`src/rtl/mem_access_unit_if.sv`:
```
// CPU-side load/store channel of the memory access unit.
// The master modport is the CPU issuing requests; the slave modport is the unit.
`timescale 1ns/1ps
interface mem_access_unit_if;
  logic        req_valid;
  logic        req_ready;
  logic        req_write;
  logic [31:0] req_addr;
  logic [1:0]  req_size;
  logic        req_unsigned;
  logic [31:0] req_wdata;
  logic        resp_valid;
  logic [31:0] resp_rdata;
  logic        resp_error;

  modport master (
    output req_valid, req_write, req_addr, req_size, req_unsigned, req_wdata,
    input  req_ready, resp_valid, resp_rdata, resp_error
  );

  modport slave (
    input  req_valid, req_write, req_addr, req_size, req_unsigned, req_wdata,
    output req_ready, resp_valid, resp_rdata, resp_error
  );
endinterface

```
`src/rtl/mem_access_unit.sv`:
```
// Byte/half/word load-store unit in front of a 32-bit synchronous RAM whose
// read data arrives two cycles after the address. Sub-word stores are done as
// read-modify-write; misaligned or illegal-size requests complete with an error
// and never touch the RAM.
`timescale 1ns/1ps
module mem_access_unit #(
  parameter int ADDR_WIDTH = 8,
  parameter     RAM_FILE   = "memory_init/eab-init-0"
) (
  input  logic                  clk,
  input  logic                  rst,
  mem_access_unit_if.slave      bus,
  output logic                  ram_we,
  output logic [ADDR_WIDTH-1:0] ram_address,
  output logic [31:0]           ram_data,
  input  logic [31:0]           ram_q
);

  // The init file belongs to the RAM instance at the level above.
  localparam int unused_ram_file_bits = $bits(RAM_FILE);

  localparam logic [1:0] SIZE_BYTE = 2'b00;
  localparam logic [1:0] SIZE_HALF = 2'b01;
  localparam logic [1:0] SIZE_WORD = 2'b10;

  typedef enum logic [2:0] {
    IDLE,
    ISSUE,
    WAIT1,
    WAIT2,
    WRITE,
    RESP
  } state_t;

  state_t      state_reg;

  // captured request
  logic        write_reg;
  logic [31:0] addr_reg;
  logic [1:0]  size_reg;
  logic        unsigned_reg;
  logic [31:0] wdata_reg;

  // registered outputs
  logic        ram_we_reg;
  logic        resp_valid_reg;
  logic        resp_error_reg;
  logic [31:0] resp_rdata_reg;

  logic        accept;
  logic        req_bad;
  logic [7:0]  q_bytes [4];
  logic [7:0]  byte_sel;
  logic [15:0] half_sel;
  logic [31:0] load_data;
  logic [31:0] merged_data;

  // Only the low word-address bits and the low store lanes are consumed
  // after capture; the rest are held purely as part of the request record.
  logic unused_bits;
  assign unused_bits = ^{addr_reg[31:2], wdata_reg[31:16]};

  assign bus.req_ready  = (state_reg == IDLE) && !rst;
  assign accept         = bus.req_valid && bus.req_ready;

  assign bus.resp_valid = resp_valid_reg;
  assign bus.resp_rdata = resp_rdata_reg;
  assign bus.resp_error = resp_error_reg;

  // A write must never reach the RAM in a reset cycle, even one that lands
  // while the RMW write is already on the bus.
  assign ram_we = ram_we_reg && !rst;

  // Alignment and size legality of the incoming request.
  always_comb begin
    req_bad = 1'b0;
    case (bus.req_size)
      SIZE_BYTE: req_bad = 1'b0;
      SIZE_HALF: req_bad = bus.req_addr[0];
      SIZE_WORD: req_bad = (bus.req_addr[1:0] != 2'b00);
      default:   req_bad = 1'b1;
    endcase
  end

  // Per-lane view of the read word and the RMW merge: the addressed lanes take
  // the store data, every other lane keeps what the RAM returned.
  genvar gi;
  generate
    for (gi = 0; gi < 4; gi++) begin : g_lane
      logic       lane_hit;
      logic [7:0] lane_wdata;

      assign q_bytes[gi] = ram_q[8*gi +: 8];

      assign lane_hit = (size_reg == SIZE_BYTE) ? (addr_reg[1:0] == 2'(gi))
                                                : (addr_reg[1] == 1'(gi / 2));

      assign lane_wdata = ((size_reg == SIZE_BYTE) || ((gi % 2) == 0)) ? wdata_reg[7:0]
                                                                       : wdata_reg[15:8];

      assign merged_data[8*gi +: 8] = lane_hit ? lane_wdata : q_bytes[gi];
    end
  endgenerate

  // Lane extraction and sign/zero extension of load data.
  always_comb begin
    byte_sel  = q_bytes[addr_reg[1:0]];
    half_sel  = addr_reg[1] ? ram_q[31:16] : ram_q[15:0];
    load_data = ram_q;
    case (size_reg)
      SIZE_BYTE: load_data = unsigned_reg ? {24'h0, byte_sel}
                                          : {{24{byte_sel[7]}}, byte_sel};
      SIZE_HALF: load_data = unsigned_reg ? {16'h0, half_sel}
                                          : {{16{half_sel[15]}}, half_sel};
      default:   load_data = ram_q;
    endcase
  end

  // Transaction sequencer with all outputs registered alongside the state.
  always_ff @(posedge clk) begin
    if (rst) begin
      state_reg      <= IDLE;
      write_reg      <= 1'b0;
      addr_reg       <= 32'h0;
      size_reg       <= 2'b00;
      unsigned_reg   <= 1'b0;
      wdata_reg      <= 32'h0;
      ram_we_reg     <= 1'b0;
      ram_address    <= '0;
      ram_data       <= 32'h0;
      resp_valid_reg <= 1'b0;
      resp_error_reg <= 1'b0;
      resp_rdata_reg <= 32'h0;
    end else begin
      case (state_reg)
        IDLE: begin
          if (accept) begin
            write_reg    <= bus.req_write;
            addr_reg     <= bus.req_addr;
            size_reg     <= bus.req_size;
            unsigned_reg <= bus.req_unsigned;
            wdata_reg    <= bus.req_wdata;
            ram_address  <= bus.req_addr[ADDR_WIDTH+1:2];
            if (req_bad) begin
              // Faulting requests answer straight away without a RAM cycle.
              resp_valid_reg <= 1'b1;
              resp_error_reg <= 1'b1;
              resp_rdata_reg <= 32'h0;
              state_reg      <= RESP;
            end else if (bus.req_write && (bus.req_size == SIZE_WORD)) begin
              ram_we_reg <= 1'b1;
              ram_data   <= bus.req_wdata;
              state_reg  <= ISSUE;
            end else begin
              // Loads and sub-word stores both start with a read.
              ram_we_reg <= 1'b0;
              state_reg  <= ISSUE;
            end
          end
        end

        ISSUE: begin
          ram_we_reg <= 1'b0;
          if (write_reg && (size_reg == SIZE_WORD)) begin
            resp_valid_reg <= 1'b1;
            resp_rdata_reg <= 32'h0;
            state_reg      <= RESP;
          end else begin
            state_reg <= WAIT1;
          end
        end

        WAIT1: begin
          state_reg <= WAIT2;
        end

        WAIT2: begin
          // ram_q now holds the addressed word.
          if (write_reg) begin
            ram_data   <= merged_data;
            ram_we_reg <= 1'b1;
            state_reg  <= WRITE;
          end else begin
            resp_rdata_reg <= load_data;
            resp_valid_reg <= 1'b1;
            state_reg      <= RESP;
          end
        end

        WRITE: begin
          ram_we_reg     <= 1'b0;
          resp_valid_reg <= 1'b1;
          resp_rdata_reg <= 32'h0;
          state_reg      <= RESP;
        end

        RESP: begin
          resp_valid_reg <= 1'b0;
          resp_error_reg <= 1'b0;
          resp_rdata_reg <= 32'h0;
          state_reg      <= IDLE;
        end

        default: begin
          ram_we_reg     <= 1'b0;
          resp_valid_reg <= 1'b0;
          resp_error_reg <= 1'b0;
          resp_rdata_reg <= 32'h0;
          state_reg      <= IDLE;
        end
      endcase
    end
  end

endmodule

```
`src/flat_wrapper.sv`:
```
// flat-port wrapper written by rule: the top's interface ports become plain ports
module mem_access_unit_flat 
#(
  parameter int ADDR_WIDTH = 8,
  parameter     RAM_FILE   = "                      "
)
  (clk, rst, ram_we, ram_address, ram_data, ram_q, bus_req_valid, bus_req_write, bus_req_addr, bus_req_size, bus_req_unsigned, bus_req_wdata, bus_req_ready, bus_resp_valid, bus_resp_rdata, bus_resp_error);
  mem_access_unit_if bus_i ();
  input  logic clk;
  input  logic rst;
  output logic ram_we;
  output logic [ADDR_WIDTH-1:0] ram_address;
  output logic [31:0] ram_data;
  input  logic [31:0] ram_q;
  input wire logic [$bits(bus_i.req_valid)-1:0] bus_req_valid;
  input wire logic [$bits(bus_i.req_write)-1:0] bus_req_write;
  input wire logic [$bits(bus_i.req_addr)-1:0] bus_req_addr;
  input wire logic [$bits(bus_i.req_size)-1:0] bus_req_size;
  input wire logic [$bits(bus_i.req_unsigned)-1:0] bus_req_unsigned;
  input wire logic [$bits(bus_i.req_wdata)-1:0] bus_req_wdata;
  output wire logic [$bits(bus_i.req_ready)-1:0] bus_req_ready;
  output wire logic [$bits(bus_i.resp_valid)-1:0] bus_resp_valid;
  output wire logic [$bits(bus_i.resp_rdata)-1:0] bus_resp_rdata;
  output wire logic [$bits(bus_i.resp_error)-1:0] bus_resp_error;
  assign bus_i.req_valid = bus_req_valid;
  assign bus_i.req_write = bus_req_write;
  assign bus_i.req_addr = bus_req_addr;
  assign bus_i.req_size = bus_req_size;
  assign bus_i.req_unsigned = bus_req_unsigned;
  assign bus_i.req_wdata = bus_req_wdata;
  assign bus_req_ready = bus_i.req_ready;
  assign bus_resp_valid = bus_i.resp_valid;
  assign bus_resp_rdata = bus_i.resp_rdata;
  assign bus_resp_error = bus_i.resp_error;
  mem_access_unit #(.ADDR_WIDTH(ADDR_WIDTH), .RAM_FILE(RAM_FILE)) u_core (.clk(clk), .rst(rst), .bus(bus_i), .ram_we(ram_we), .ram_address(ram_address), .ram_data(ram_data), .ram_q(ram_q));
endmodule
```
`config.mk`:
```
export PLATFORM = sky130hd
export DESIGN_NAME = mem_access_unit_flat
export DESIGN_NICKNAME = d
export VERILOG_FILES = /design/src/rtl/mem_access_unit_if.sv /design/src/rtl/mem_access_unit.sv /design/src/flat_wrapper.sv
export SDC_FILE = /design/constraint.sdc
export NUM_CORES = 1
export LEC_CHECK = 0
export CAP_MARGIN = 20
export CORE_ASPECT_RATIO = 0.8
export CORE_UTILIZATION = 46
export CTS_CLUSTER_SIZE = 20
export DETAILED_ROUTE_END_ITERATION = 8
export PLACE_DENSITY = 0.92
export SYNTH_ARGS = -nofsm -noshare
export SYNTH_HDL_FRONTEND = slang
export SYNTH_SLANG_ARGS = --single-unit
```
`constraint.sdc`:
```
create_clock -name clk -period 2 [get_ports clk]
set_input_delay 0.4 -clock clk [delete_from_list [all_inputs] [get_ports clk]]
set_output_delay 0.4 -clock clk [all_outputs]
set_load 0.005 [all_outputs]
```
==> flow_summary_export.csv <==
group,metric,value,unit
sta,period_share,0.946,
logic_synthesis,ys_seq_area_frac,0.386,
run,cap_violations,0,
power_and_ir_drop,report.power.total,6.81,mW
detailed_routing,drt_iter0_markers,489,
cts,cts_tree,"yes",
worst_setup_path,slowest_stage,"clkdlybuf4s50_1",
cts,cts_max_path_buffers,2,
cts,hold_buffers,0,
cts,cts_sinks,100,
power_and_ir_drop,p_per_area,916,nW/µm²
sta,setup_viol,0,
placed_design,dp_hpwl,13000,µm
worst_setup_path,r2r_end,"u_core.bus.resp_rdata[4]",
placed_design,placed_area,7080,µm²
floorplanning,dieArea,11700,µm²
finish,diodes,0,
logic_synthesis,yosys_warnings,0,
logic_synthesis,ys_ff_latch,100,
finish,area_delta_synth_final,43.3,%
finish,drive_above_1_share,0.131,
worst_setup_path,endpoint_kind,"flip-flop",
worst_setup_path,setup.worst_path.start_class,"input pin",
min_path,whs_endpoint,"u_core.ram_data[23]",
logic_synthesis,ys_async_sr_fraction,0,
detailed_routing,ant_nets,0,
detailed_routing,drc_errors,0,
logic_synthesis,synthCells,631,
worst_setup_path,cp_max_fo,24,
power_and_ir_drop,leakagePower,2.78,nW
detailed_routing,drtPass1Iterations,8,
cts,clk_latency,340,ps
floorplanning,die_height,97.0,µm
placed_design,place.gp.congestion,0.879,
cts,clk_pin_slew_worst_paths,70,ps
floorplanning,start_util,0.475,
finish,final_cell_area,7440,µm²
min_path,hold_class,"reg -> reg",
logic_synthesis,syn_nets,734,
placed_design,port_buffers,156,
worst_setup_path,slowest_delay,550,ps
sta,worst_pin_slew,673,ps
floorplanning,die_w,121,µm
sta,report.final.slew_viol_count,0,
global_routing,grt_pass1_wl,27600,µm
placed_design,dp_cells,920,
detailed_routing,routed_via_density,5.84,
worst_setup_path,crit_type,"in -> reg",
logic_synthesis,yosys.area.top_type,"dfxtp_1",
sta,finalHoldViolations,0,
sta,period_minus_slack,1890,ps
global_routing,grt.overflow.total,0,
cts,h-tree-depth,3,
detailed_routing,routed_wl,17600,µm
floorplanning,rows,34,
global_routing,grt_pass1_vias,5260,
status,outcome,"completed",
worst_setup_path,critical_path.top_delay_family,"buffers and inverters",
sta,setup_tns,0,ps
floorplanning,core,10900,µm²
worst_setup_path,r2r_slack,110,ps
min_path,hold_path_startpoint,"u_core.ram_data[23]",
logic_synthesis,synth-edff-count,0,
global_routing,gr-usage-all-layers,0.304,
logic_synthesis,synth_cell_types,53,
finish,nets,891,
global_routing,grt_max_degree,61,
logic_synthesis,netlist_area,5190,µm²
logic_synthesis,ys_top_cells_by_count,"dfxtp_1, nand2_1, nor2_1",
power_and_ir_drop,irDropWorstVdd,722,µV
floorplanning,io_pins,179,
logic_synthesis,post_synth.cell_area_avg,8.22,µm²
logic_synthesis,synth.most_common_cell,"dfxtp_1",
worst_setup_path,crit_arrival,2130,ps
cts,cts_inserted_buffers,9,
worst_setup_path,rr_worst_depth,6,
worst_setup_path,timing.critical_path.from,"bus_req_size[0]",
detailed_routing,wl_per_cell,18.7,µm
logic_synthesis,synthTopCellsByArea,"dfxtp_1, nand2_1, nand2b_1, o21ai_0, nor2_1",
cts,root_buffer,"clkbuf_16",
worst_setup_path,crit_chain,"clkdlybuf4s50_1, a21oi_1, nor3b_1, o32a_1, nor2_4, buf_12, a32o_1",
worst_setup_path,cp_num_buf_inv,2,
worst_setup_path,required,2240,ps
finish,fin_cells,937,
logic_synthesis,synthFlopType,"dfxtp_1",
global_routing,antenna_found_initial,0,
detailed_routing,num_vias,5476,
sta,slew_headroom,0.548,
sta,fin_skew,4.65,ps
logic_synthesis,synth_top_area_share,0.386,
worst_setup_path,r2r-start,"u_core.state_reg[1]",
sta,max_freq,0.529,GHz
min_path,min_path_cells,2,
## routing by layer
metal,wire (µm),global-route usage,vias to the layer above,share of wire
met2,8120,0.485,270,0.46
met5,0,0,-,0
li1,-,-,2566,-
met3,1430,0.0808,29,0.081
met1,7610,0.398,2611,0.43
met4,399,0.0959,0,0.023
## timing repair
| item | in CTS | in global routing |
|---|---|---|
| resized for setup | 6 | 2 |
| setup buffers | 1 | 0 |
| setup endpoints to repair | 1 | 19 |
| pin swaps | 1 | 0 |
## how the worst max path moves through the flow
| stage | endpoint | slack [ps] | depth (start not counted) |
|---|---|---|---|
| 3_3_place_gp | u_core.ram_data[1] | -260 | 8 |
| 6_report | u_core.bus.resp_rdata[13] | 110 | 7 |
| 3_5_place_dp | u_core.ram_data[0] | -310 | 7 |
| 5_1_grt | u_core.ram_data[23] | -10 | 7 |
| 4_1_cts | u_core.ram_data[0] | 60 | 7 |
| 2_1_floorplan | bus_req_ready | 230 | 4 |
## placed cells by master (no fill, tap or decap), drive strengths merged, types with 8 or more instances in the layout
cell type and instances:
a311oi 8, clkdlybuf4s50 154, nand2 89, o21ai 50
mux2i 19, nor2 59, a21oi 47, clkbuf 10
o2bb2ai 18, nand2b 45, nor2b 9, mux2 16
a211o 17, o221ai 14, nor3 20, buf 47
dfxtp 100
## stage by stage
stage | setup slack, ps | util | hold slack (ps)
finish | 109 | 0.680 | 454
global route | -12.4 | 0.680 | 481
CTS | 55.0 | 0.679 | 455
detailed placement | -313 | 0.648 | 446
global placement | -257 | 0.648 | 442
floorplan | 232 | - | 441
## logic make-up (layout without fill, tap and decap cells)
family,Yosys count,after routing,synth area share
AO/OA/AOI/OAI,198,198,0.269
flip-flops,100,100,0.386
buffers and inverters,61,223,0.0559
AND/OR/NAND/NOR,237,237,0.218
multiplexers,35,35,0.0714
## where the power goes
group | internal, mW | leakage, nW | switching (mW)
clock network | 1.13 | 0.162 | 0.771
registers | 2.22 | 0.813 | 0.181
logic | 1.18 | 1.81 | 1.33
total | 4.53 | 2.78 | 2.28
## worst reg2reg max path, cell delays in order (launching register included)
cell and delay, ps:
dfxtp_2 390, buf_4 160, nand2_1 100, or2_2 300, nor2_1 420, o221ai_1 300
o21ai_1 170
## cell type report
cell class | instances | area [µm²]
fillers | 839 | 3500
inverters | 5 | 18.8
clock buffers | 10 | 239
clock inverters | 6 | 87.6
flip-flops and latches | 100 | 2010
multi-input cells | 470 | 2920
well taps | 144 | 180
repair buffers | 202 | 1990
Power figures use the tool's default switching activity.
